==> config.mk <==
export PLATFORM = sky130hd
export DESIGN_NAME = cache_ri
export DESIGN_NICKNAME = d
export VERILOG_FILES = /design/src/rtl/cache_ri.sv
export SDC_FILE = /design/constraint.sdc
export NUM_CORES = 1
export LEC_CHECK = 0
export BUFFER_PORTS_ARGS = -buffer_cell sky130_fd_sc_hd__buf_2
export CORE_AREA = 2 2 155 157
export DETAILED_ROUTE_END_ITERATION = 7
export DIE_AREA = 0 0 157 159
export PLACE_DENSITY = 0.43
export SLEW_MARGIN = 20
export SYNTH_ARGS = -nofsm -noshare
export SYNTH_HDL_FRONTEND = slang
export SYNTH_SLANG_ARGS = --single-unit
==> constraint.sdc <==
create_clock -name clk -period 6.56 [get_ports clk]
set_clock_uncertainty 0.1 [all_clocks]
set_input_delay 1.312 -clock clk [delete_from_list [all_inputs] [get_ports clk]]
set_output_delay 1.312 -clock clk [all_outputs]
set_load 0.05 [all_outputs]
==> src/rtl/cache_ri.sv <==
// Refill / uncached-IO responder behind the cache front end: single-word IO on m0,
// 16-word line refill into the 4-way data/tag/dre RAMs with dirty-victim write-back.
module cache_ri #(
   parameter int unsigned SIZE = 8192,
   localparam int unsigned DW   = $clog2(SIZE / 16),
   localparam int unsigned TW   = DW - 4,
   localparam int unsigned RW   = $clog2(SIZE / 32),
   localparam int unsigned TAGW = 32 - (DW + 2)
) (
   input  logic          clk,
   input  logic          rest,
   input  logic [3:0]    ri_cmd,
   input  logic          ri_cmd_valid,
   output logic          ri_cmd_ready,
   output logic [31:0]   ri_rsp_data,
   input  logic [31:0]   ri_address,
   input  logic [3:0]    ri_byteEnable,
   input  logic          ri_write,
   input  logic [31:0]   ri_writeData,
   output logic [31:0]   m0_address,
   output logic [3:0]    m0_byteEnable,
   output logic          m0_read,
   output logic          m0_write,
   output logic [31:0]   m0_writeData,
   input  logic [31:0]   m0_readData,
   input  logic          m0_waitRequest,
   input  logic          m0_readDataValid,
   output logic [DW-1:0] data_ri_readAddress,
   output logic [1:0]    data_ri_rwChannel,
   input  logic [31:0]   data_ri_readData,
   output logic [DW-1:0] data_ri_writeAddress,
   output logic [3:0]    data_ri_writeByteEnable,
   output logic          data_ri_writeEnable,
   output logic [31:0]   data_ri_writeData,
   output logic [TW-1:0] tag_ri_readAddress,
   output logic [1:0]    tag_ri_readChannel,
   input  logic [31:0]   tag_ri_readData,
   output logic [TW-1:0] tag_ri_writeAddress,
   output logic [1:0]    tag_ri_writeChannel,
   output logic          tag_ri_writeEnable,
   output logic [31:0]   tag_ri_writeData,
   input  logic          tag_ri_isHaveFreeBlock,
   input  logic [1:0]    tag_ri_freeBlockNum,
   output logic [RW-1:0] dre_ri_writeAddress,
   output logic [1:0]    dre_ri_writeChannel,
   output logic          dre_ri_writeEnable,
   output logic [7:0]    dre_ri_writeData
);

   typedef enum logic [3:0] {
      StIdle, StIoReq, StIoWait, StTagRd, StTagChk, StWbRd, StWbWr,
      StRfReq, StRfWait, StTagWr, StDone
   } state_e;

   state_e            r_state, w_next;
   logic              r_after_done;
   logic [1:0]        r_rr;
   logic [1:0]        r_way;
   logic [3:0]        r_wc;
   logic [TAGW-1:0]   r_vtag;
   logic [31:0]       r_rsp_data;

   logic [TW-1:0]     w_index;
   logic [1:0]        w_victim;
   logic              w_unused;

   assign w_index     = ri_address[DW+1:6];
   assign w_victim    = tag_ri_isHaveFreeBlock ? tag_ri_freeBlockNum : r_rr;
   assign ri_rsp_data = r_rsp_data;
   assign w_unused    = ^{tag_ri_readData[29:TAGW], ri_address[1:0]};

   always_ff @(posedge clk) begin
      if (rest) r_state <= StIdle;
      else      r_state <= w_next;
   end

   always_ff @(posedge clk) begin
      if (rest) begin
         r_after_done <= 1'b0;
         r_rr         <= 2'd0;
         r_way        <= 2'd0;
         r_wc         <= 4'd0;
         r_vtag       <= '0;
         r_rsp_data   <= 32'd0;
      end else begin
         // valid is still high in the cycle after ready; ignore it there
         r_after_done <= (r_state == StDone);
         case (r_state)
            StIdle:   r_wc <= 4'd0;
            StIoWait: if (m0_readDataValid) r_rsp_data <= m0_readData;
            StTagRd: begin
               r_way <= w_victim;
               if (!tag_ri_isHaveFreeBlock) r_rr <= r_rr + 2'd1;
            end
            StTagChk: r_vtag <= tag_ri_readData[TAGW-1:0];
            StWbWr:   if (!m0_waitRequest) r_wc <= (r_wc == 4'd15) ? 4'd0 : r_wc + 4'd1;
            StRfWait: if (m0_readDataValid) r_wc <= (r_wc == 4'd15) ? 4'd0 : r_wc + 4'd1;
            default: ;
         endcase
      end
   end

   always_comb begin
      w_next = r_state;
      unique case (r_state)
         StIdle: begin
            if (ri_cmd_valid && !r_after_done) begin
               case (ri_cmd)
                  4'd1:    w_next = StIoReq;
                  4'd2:    w_next = StTagRd;
                  4'd3:    w_next = StDone;
                  default: w_next = StIdle;
               endcase
            end
         end
         StIoReq:  if (!m0_waitRequest) w_next = ri_write ? StDone : StIoWait;
         StIoWait: if (m0_readDataValid) w_next = StDone;
         StTagRd:  w_next = StTagChk;
         StTagChk: w_next = (tag_ri_readData[31] && tag_ri_readData[30]) ? StWbRd : StRfReq;
         StWbRd:   w_next = StWbWr;
         StWbWr:   if (!m0_waitRequest) w_next = (r_wc == 4'd15) ? StRfReq : StWbRd;
         StRfReq:  if (!m0_waitRequest) w_next = StRfWait;
         StRfWait: if (m0_readDataValid) w_next = (r_wc == 4'd15) ? StTagWr : StRfReq;
         StTagWr:  w_next = StDone;
         StDone:   w_next = StIdle;
         default:  w_next = StIdle;
      endcase
   end

   always_comb begin
      ri_cmd_ready            = 1'b0;
      m0_address              = 32'd0;
      m0_byteEnable           = 4'd0;
      m0_read                 = 1'b0;
      m0_write                = 1'b0;
      m0_writeData            = 32'd0;
      data_ri_readAddress     = '0;
      data_ri_rwChannel       = 2'd0;
      data_ri_writeAddress    = '0;
      data_ri_writeByteEnable = 4'd0;
      data_ri_writeEnable     = 1'b0;
      data_ri_writeData       = 32'd0;
      tag_ri_readAddress      = '0;
      tag_ri_readChannel      = 2'd0;
      tag_ri_writeAddress     = '0;
      tag_ri_writeChannel     = 2'd0;
      tag_ri_writeEnable      = 1'b0;
      tag_ri_writeData        = 32'd0;
      dre_ri_writeAddress     = '0;
      dre_ri_writeChannel     = 2'd0;
      dre_ri_writeEnable      = 1'b0;
      dre_ri_writeData        = 8'd0;
      unique case (r_state)
         StIoReq: begin
            m0_address    = {ri_address[31:2], 2'b00};
            m0_byteEnable = ri_byteEnable;
            m0_write      = ri_write;
            m0_read       = !ri_write;
            m0_writeData  = ri_writeData;
         end
         StTagRd: begin
            tag_ri_readAddress = w_index;
            tag_ri_readChannel = w_victim;
         end
         StTagChk: begin
            tag_ri_readAddress = w_index;
            tag_ri_readChannel = r_way;
         end
         StWbRd: begin
            data_ri_readAddress = {w_index, r_wc};
            data_ri_rwChannel   = r_way;
         end
         StWbWr: begin
            // read address held so the RAM keeps presenting the same word under stall
            data_ri_readAddress = {w_index, r_wc};
            data_ri_rwChannel   = r_way;
            m0_write            = 1'b1;
            m0_address          = {r_vtag, w_index, r_wc, 2'b00};
            m0_byteEnable       = 4'hF;
            m0_writeData        = data_ri_readData;
         end
         StRfReq: begin
            data_ri_rwChannel = r_way;
            m0_read           = 1'b1;
            m0_address        = {ri_address[31:6], r_wc, 2'b00};
            m0_byteEnable     = 4'hF;
         end
         StRfWait: begin
            data_ri_rwChannel = r_way;
            if (m0_readDataValid) begin
               data_ri_writeAddress    = {w_index, r_wc};
               data_ri_writeByteEnable = 4'hF;
               data_ri_writeEnable     = 1'b1;
               data_ri_writeData       = m0_readData;
               if (r_wc[0]) begin
                  dre_ri_writeAddress = {w_index, r_wc[3:1]};
                  dre_ri_writeChannel = r_way;
                  dre_ri_writeEnable  = 1'b1;
                  dre_ri_writeData    = 8'hFF;
               end
            end
         end
         StTagWr: begin
            data_ri_rwChannel   = r_way;
            tag_ri_writeAddress = w_index;
            tag_ri_writeChannel = r_way;
            tag_ri_writeEnable  = 1'b1;
            tag_ri_writeData    = {1'b1, ri_write, {(30 - TAGW){1'b0}}, ri_address[31:DW+2]};
         end
         StDone:  ri_cmd_ready = 1'b1;
         default: ;
      endcase
   end

endmodule
==> flow_metrics.tcl, run 1 <==
set metrics [dict create \
    place_hpwl_um 16600 \
    ys.warnings.count 0 \
    io_pins 403 \
    gr-total-overflow 0 \
    ant_nets 0 \
    ir_drop_uv 125 \
    initial_core_util_pct 18.8 \
    clock-root-buffer "clkbuf_16" \
    status "complete, no violations" \
    groute.usage.overall_pct 16.3 \
    syn2layout_area_growth_pct 52.6 \
    syn-instance-count 577 \
    dieWidth_um 157 \
    antenna_found_initial 6 \
    grt_pass1_vias 5001 \
    ys_ff_latch 66 \
    grt_max_degree 57 \
    path_clk_slew_ns 0.06 \
    fin_util_pct 28.6 \
    dr.pass1.iters 4 \
    fin_hold_ws_ns 0.350 \
    period_share_pct 66.9 \
    register_area_um2 1320 \
    synth_cell_types 54 \
    htreeDepth 3 \
    fin_cells 1235 \
    slowest_stage "and3_2" \
    timing.fmax_mhz 228 \
    drc 0 \
    wl_per_cell_um 17.2 \
    ctsHoldBuffers 0 \
    routed_via_density 4.23 \
    synth_top_cell_by_area "dfxtp_1" \
    drt-total-wl_um 21200 \
    cp.required_ns 5.15 \
    ys.flop_type "dfxtp_1" \
    path_class "primary input to output pin" \
    fill_cells 2618 \
    async_flop_share_pct 0 \
    slew_headroom_pct 41.0 \
    crit_chain "buf_2 -> and3_2 -> and2_1 -> buf_2" \
    tightest_slew_ns 0.883 \
    p_leak_nw 3.49 \
    fp.dieArea_um2 25000 \
    dp.cells 1216 \
    drive_gt1_share_pct 45.6 \
    post_cts_resized 0 \
    critical_path.max_fanout 56 \
    synth_edf_count 0 \
    rsz0062_at_grt "false" \
    grt_pass1_wl_um 30600 \
    setup_viol 0 \
    drv_slew 0 \
    synthTopCellsByArea "dfxtp_1 (30%), and2_1 (13%), a22o_1 (11%)" \
    row_count 56 \
    finalCriticalPeriod_ns 4.39 \
    coreArea_um2 23200 \
    end_kind "output pin" \
    cts_tree "yes" \
    gp_congestion 0.772 \
    cpPeakStageDelay_ns 0.77 \
    synth_top_area_share_pct 30.3 \
    drv_cap 0 \
    io_buffers 380 \
    initialDrtViolationCount 305 \
    final_common_cell "buf_2" \
    pwr_density_cell_nw_per_um2 335 \
    hold_path.class "register to register" \
    ys_seq_area_share_pct 30.3 \
    cts_sinks 66 \
    post_cts_buffers 0 \
    layout_common_cells "buf_2 (380), nand2_1 (116), and2_1 (88)" \
    num_vias 5230 \
    fin_nets 1087 \
    setup_tns_ns 0 \
    final_hold_viol_count 0 \
    die_h_um 159 \
    startpoint_type "primary input" \
    arrival_ns 2.97 \
    crit_top_cell "buf_2" \
    netlist_area_um2 4350 \
    clk_path_buf_depth 2 \
    multiInputGateArea_um2 2660 \
    r2r_slack_ns 4.09 \
    cp_num_buf_inv 2 \
    cts_made_buffers 9 \
    clkLatencyLatePin_ns 0.34 \
    cpLargestDelayFamily "simple AND/OR/NAND/NOR gates" \
    synth.avg_cell_area_um2 7.55 \
]
[cell type report]
cell class | count | share of cell area [%]
multi-input combinational | 442 | 40.0
timing repair buffer | 386 | 29.3
sequential | 66 | 19.9
tap | 319 | 6.01
clock buffer | 10 | 3.45
clock inverter | 6 | 1.02
inverter | 3 | 0.170
antenna | 3 | 0.113
[report_power, final]
| group | total [mW] | internal [mW] | switching, mW |
|---|---|---|---|
| Combinational | 1.22 | 0.329 | 0.893 |
| Clock | 0.487 | 0.295 | 0.192 |
| Sequential | 0.517 | 0.446 | 0.0714 |
| Total | 2.23 | 1.07 | 1.16 |
[cells in the mapped netlist (all sizes together), types with 3 or more instances]
cell / n
a211oi: 4
a22o: 57
a21oi: 67
nand2: 116
clkbuf: 25
and3: 10
nand2b: 6
nor2: 10
and2: 88
xor2: 4
nor3: 5
nor2b: 10
nand3: 4
buf: 51
inv: 3
o21ai: 10
a21o: 5
dfxtp: 66
[per-stage QoR]
stage	cell area [µm²]	total power, mW	setup slack [ns]
after CTS	6630	2.26	2.12
after global placement	6330	1.75	2.14
after global routing	6640	2.35	1.95
after floorplan	4390	1.46	1.87
after detailed placement	6330	1.75	2.13
final	6640	2.23	2.17
[tightest hold or removal path, stage by stage (launching register included)]
cell	delay (ns)
dfxtp_1	0.30
nand2_1	0.05
a21oi_1	0.05
[kinds of logic (layout without fill, tap and decap cells)]
family | after synthesis | after routing | share of synthesized area, %
XOR/XNOR | 4 | 4 | 0.805
flip-flops | 66 | 66 | 30.3
buffers and inverters | 79 | 405 | 10.5
other | 1 | 14 | 0.0861
multiplexers | 1 | 1 | 0.230
AND/OR/NAND/NOR | 266 | 266 | 32.3
adder cells (fa/ha/maj) | 2 | 2 | 0.575
AO/OA/AOI/OAI | 158 | 158 | 25.1
[flip-flops by register name (all words and copies together), names as in the netlist]
name and count:
r_vtag 21, r_way 2, r_rr 2, r_after_done 1, r_wc 4, ri_rsp_data 32, r_state 4
[routing by layer]
layer  global-route usage, %  wire [µm]  up-vias  share of wire [%]
met5                       0          0        -                  0
met4                    5.13        361        0                1.7
met3                    3.59       1450       20                6.8
met2                    29.4      10700      235                 50
met1                    18.9       8710     2363                 41
li1                        -          -     2612                  -
[path summary, 6_finish.rpt]
path | depth (start not counted) | end | from
worst max-delay path | 4 | dre_ri_writeData[1] | m0_readDataValid
worst min-delay path | 2 | ri_rsp_data[26] | ri_rsp_data[26]
worst min register to register | 2 | ri_rsp_data[26] | ri_rsp_data[26]
worst max register to register | 5 | r_vtag[20] | r_state[2]
No activity file was read; power rests on OpenSTA's default activity.
==> inputs of run 2 (changes only) <==
- CORE_AREA: 2 2 155 157 -> 2 2 156 158
- DIE_AREA: 0 0 157 159 -> 0 0 158 160
- PLACE_DENSITY: 0.43 -> 0.45
- clock period: 6.56 -> 3.6 ns (I/O delays scaled with it)
==> flow_metrics.tcl, run 2 (synthesis results as in run 1) <==
set metrics [dict create \
    drive_gt1_share_pct 46.3 \
    dieWidth_um 158 \
    arrival_ns 2.46 \
    ant_nets 0 \
    hold_path.class "register to register" \
    clk_path_buf_depth 2 \
    pwr_density_cell_nw_per_um2 610 \
    post_cts_resized 0 \
    critical_path.max_fanout 36 \
    dr.pass1.iters 4 \
    cp-startpoint "r_state[0]" \
    drt-total-wl_um 21000 \
    wl_per_cell_um 16.8 \
    fp.dieArea_um2 25300 \
    drv_cap 0 \
    final_hold_viol_count 0 \
    register_area_um2 1320 \
    timing.fmax_mhz 305 \
    cts_tree "yes" \
    routed_via_density 4.22 \
    gp_congestion 0.757 \
    endpoint "dre_ri_writeChannel[1]" \
    ir_drop_uv 223 \
    groute.usage.overall_pct 15.6 \
    initialDrtViolationCount 255 \
    cp.required_ns 2.78 \
    num_vias 5280 \
    row_count 57 \
    r2r-start "r_state[0]" \
    initial_core_util_pct 18.3 \
    multiInputGateArea_um2 2650 \
    fin_cells 1251 \
    gr-total-overflow 0 \
    startpoint_type "register" \
    crit_chain "nor2_1 -> and3_2 -> buf_4 -> and3_1 -> buf_2" \
    antenna_found_initial 5 \
    grt_pass1_wl_um 29500 \
    dp.cells 1232 \
    drc 0 \
    cpPeakStageDelay_ns 0.51 \
    cts_made_buffers 9 \
    path_clk_slew_ns 0.06 \
    p_leak_nw 3.57 \
    slowest_stage "dfxtp_1" \
    grt_pass1_vias 4887 \
    io_pins 403 \
    tightest_slew_ns 0.817 \
    fill_cells 2756 \
    status "complete, no violations" \
    io_buffers 380 \
    post_cts_buffers 0 \
    htreeDepth 3 \
    largest_register_ffs 32 \
    final_common_cell "buf_2" \
    period_share_pct 91.0 \
    slew_headroom_pct 45.4 \
    place_area_um2 6450 \
    die_h_um 160 \
    drv_slew 0 \
    final_area_um2 6770 \
    setup_viol 0 \
    finalCriticalPeriod_ns 3.28 \
    r2r-end "ri_rsp_data[26]" \
    clkLatencyLatePin_ns 0.34 \
    end_kind "output pin" \
    setup_tns_ns 0 \
    syn2layout_area_growth_pct 55.5 \
    grt_max_degree 43 \
    layout_common_cells "buf_2 (380), nand2_1 (116), and2_1 (88)" \
    place_hpwl_um 16800 \
    fin_nets 1098 \
    coreArea_um2 23800 \
    rsz0062_at_grt "false" \
    path_class "register to output pin" \
    r2r_slack_ns 1.38 \
    ctsHoldBuffers 0 \
    r2r_cells 4 \
    cts_sinks 66 \
    fin_total_pwr_mw 4.13 \
    clock-root-buffer "clkbuf_16" \
]
==> run 2: worst max-delay path: cells and delay by family (launching register included) <==
kind	cells	cell delay (ns)
buffers and inverters	2	0.64
DFF	1	0.51
and+or+nand+nor	3	0.96
==> run 2: final cells by class <==
type / instances / share of cell area (%)
diodes: 3 / 0.111
clock buffers: 9 / 3.33
clock inverters: 7 / 1.24
inverters: 3 / 0.166
multi-input cells: 442 / 39.1
flip-flops and latches: 66 / 19.5
well taps: 324 / 5.99
repair buffers: 397 / 30.5
==> run 2: metrics by stage <==
stage / worst slack, ns / hold slack [ns] / utilization (%)
after floorplan: 0.0914 / 0.337 / -
after global placement: 0.598 / 0.339 / 27.1
after detailed placement: 0.599 / 0.343 / 27.1
after CTS: 0.275 / 0.352 / 28.4
after global routing: 0.0840 / 0.371 / 28.4
final: 0.324 / 0.350 / 28.4
==> run 2: report_power, final <==
| part | internal, mW | total [mW] | switching (mW) |
|---|---|---|---|
| Sequential | 0.812 | 0.892 | 0.0801 |
| Combinational | 0.637 | 2.31 | 1.68 |
| Clock | 0.548 | 0.926 | 0.377 |
==> run 2: worst min path at each step <==
stage / startpoint / endpoint / cells after the start
4_1_cts: ri_rsp_data[7] / ri_rsp_data[7] / 2
2_1_floorplan: r_vtag[0] / r_vtag[0] / 2
5_1_grt: r_vtag[15] / r_vtag[15] / 2
3_3_place_gp: ri_rsp_data[18] / ri_rsp_data[18] / 2
6_report: ri_rsp_data[7] / ri_rsp_data[7] / 2
3_5_place_dp: ri_rsp_data[2] / ri_rsp_data[2] / 2
==> run 2: per-layer routing <==
layer  vias to the layer above  track usage [%]  part of all wire, %
met4                         0             4.42                  1.4
met1                      2416             17.6                   40
li1                       2635                -                    -
met5                         -                0                    0
met2                       217             28.1                   51
met3                        12             4.67                  7.6
==> inputs of run 3 (changes only) <==
- CORE_AREA: 2 2 156 158 -> 8 8 151 153
- CTS_BUF_LIST: not set -> sky130_fd_sc_hd__clkbuf_2
- DIE_AREA: 0 0 158 160 -> 0 0 159 161
- PLACE_DENSITY: 0.45 -> 0.5
==> flow_metrics.tcl, run 3 (synthesis results as in run 1) <==
set metrics [dict create \
    path_clk_slew_ns 0.21 \
    ir_drop_uv 186 \
    r2r-end "r_state[1]" \
    place_hpwl_um 18100 \
    drv_slew 0 \
    drv_cap 0 \
    syn2layout_area_growth_pct 49.9 \
    largest_register_ffs 32 \
    hold-path-cell-count 3 \
    wl_per_cell_um 19.0 \
    coreArea_um2 20600 \
    tightest_slew_ns 0.811 \
    path_class "register to output pin" \
    end_kind "output pin" \
    groute.usage.overall_pct 16.4 \
    grt_max_degree 51 \
    final_common_cell "buf_2" \
    drive_gt1_share_pct 46.3 \
    dieWidth_um 159 \
    htreeDepth 3 \
    period_share_pct 92.1 \
    layout_common_cells "buf_2 (379), nand2_1 (116), and2_1 (88)" \
    grt_pass1_wl_um 33100 \
    post_cts_buffers 0 \
    io_buffers 380 \
    fp.dieArea_um2 25600 \
    drc 0 \
    critical_path.max_fanout 38 \
    io_pins 403 \
    p_leak_nw 3.49 \
    hold_end "r_vtag[18]" \
    drt-total-wl_um 22800 \
    finalCriticalPeriod_ns 3.32 \
    clock-root-buffer "clkbuf_2" \
    grt_pass1_vias 5289 \
    fin_hold_ws_ns 0.286 \
    initialDrtViolationCount 360 \
    ant_nets 0 \
    cts_sinks 66 \
    arrival_ns 2.50 \
    status "complete, no violations" \
    fin_nets 1099 \
    cp.required_ns 2.78 \
    dr.pass1.iters 4 \
    r2r_cells 6 \
    hold_path.class "primary input to register" \
    fin_total_pwr_mw 3.74 \
    slew_headroom_pct 45.8 \
    num_vias 5380 \
    r2r-start "r_wc[0]" \
    rsz0062_at_grt "false" \
    timing.fmax_mhz 301 \
    clk_path_buf_depth 2 \
    row_count 53 \
    cts_tree "yes" \
    pwr_density_cell_nw_per_um2 572 \
    cts_made_buffers 9 \
    antenna_found_initial 4 \
    setup_tns_ns 0 \
    startpoint_type "register" \
    post_cts_resized 0 \
    gr-total-overflow 0 \
    ctsHoldBuffers 0 \
    die_h_um 161 \
    r2r_slack_ns 1.47 \
    clkLatencyLatePin_ns 0.53 \
    final_hold_viol_count 0 \
    gp_congestion 0.829 \
    setup_viol 0 \
    hp-start "tag_ri_readData[18]" \
    routed_via_density 4.47 \
    initial_core_util_pct 21.2 \
]
## run 3: cell types whose count changed in the layout (fill, tap and decap cells not counted)
cell,previous run,this run
clkbuf_16,9,0
clkinv_4,2,3
buf_2,380,379
clkinv_1,0,1
clkbuf_2,0,10
nor2_2,1,2
and3_2,1,0
buf_4,14,15
inv_8,1,0
inv_6,2,0
and3_4,0,1
## run 3: how the worst max path moves through the flow
| stage | startpoint | endpoint | slack, ns | depth (start not counted) |
|---|---|---|---|---|
| finish | r_state[3] | data_ri_writeData[27] | 0.28 | 6 |
| global route | r_state[3] | data_ri_writeData[31] | 0.02 | 6 |
| CTS | r_state[0] | m0_address[27] | 0.03 | 5 |
| detailed placement | r_state[0] | m0_address[27] | 0.72 | 5 |
| global placement | r_state[0] | m0_address[27] | 0.71 | 5 |
| floorplan | m0_readDataValid | data_ri_writeAddress[0] | 0.09 | 5 |
## run 3: final cells by class
type,count,area [µm²]
antenna,3,7.51
clock buffer,10,50.0
clock inverter,6,67.6
fill,2291,14000
inverter,3,11.3
multi-input combinational,443,2660
sequential,66,1320
tap,275,344
timing repair buffer,397,2070
## run 3: metal layers
layer	part of all wire, %	vias to the layer above	global-route usage (%)
met3	7.5	23	5.09
met1	41	2492	18.7
li1	-	2627	-
met2	50	238	28.8
met5	0	-	0
met4	1.7	0	5.49
## run 3: power by group
group | switching [mW] | total, mW | internal [mW]
Combinational | 1.75 | 2.41 | 0.663
Clock | 0.300 | 0.464 | 0.164
Sequential | 0.0456 | 0.858 | 0.812
Total | 2.10 | 3.74 | 1.64
## run 3: worst max-delay path, cell delays in order, from the launching register on
cell and delay [ns]:
dfxtp_1 0.37, buf_4 0.28, nor2b_1 0.25, and3_4 0.37, buf_12 0.22, and2_1 0.17
buf_2 0.27
## run 3: through the flow
step                      worst slack [ns]  util [%]  cells  instance area, µm²
after floorplan                     0.0914         -    587                4390
after global placement               0.711      31.1   1183                6390
after detailed placement             0.719      31.1   1183                6390
after CTS                           0.0315      31.7   1199                6510
after global routing                0.0232      31.7   1202                6530
final                                0.283      31.8   1203                6530
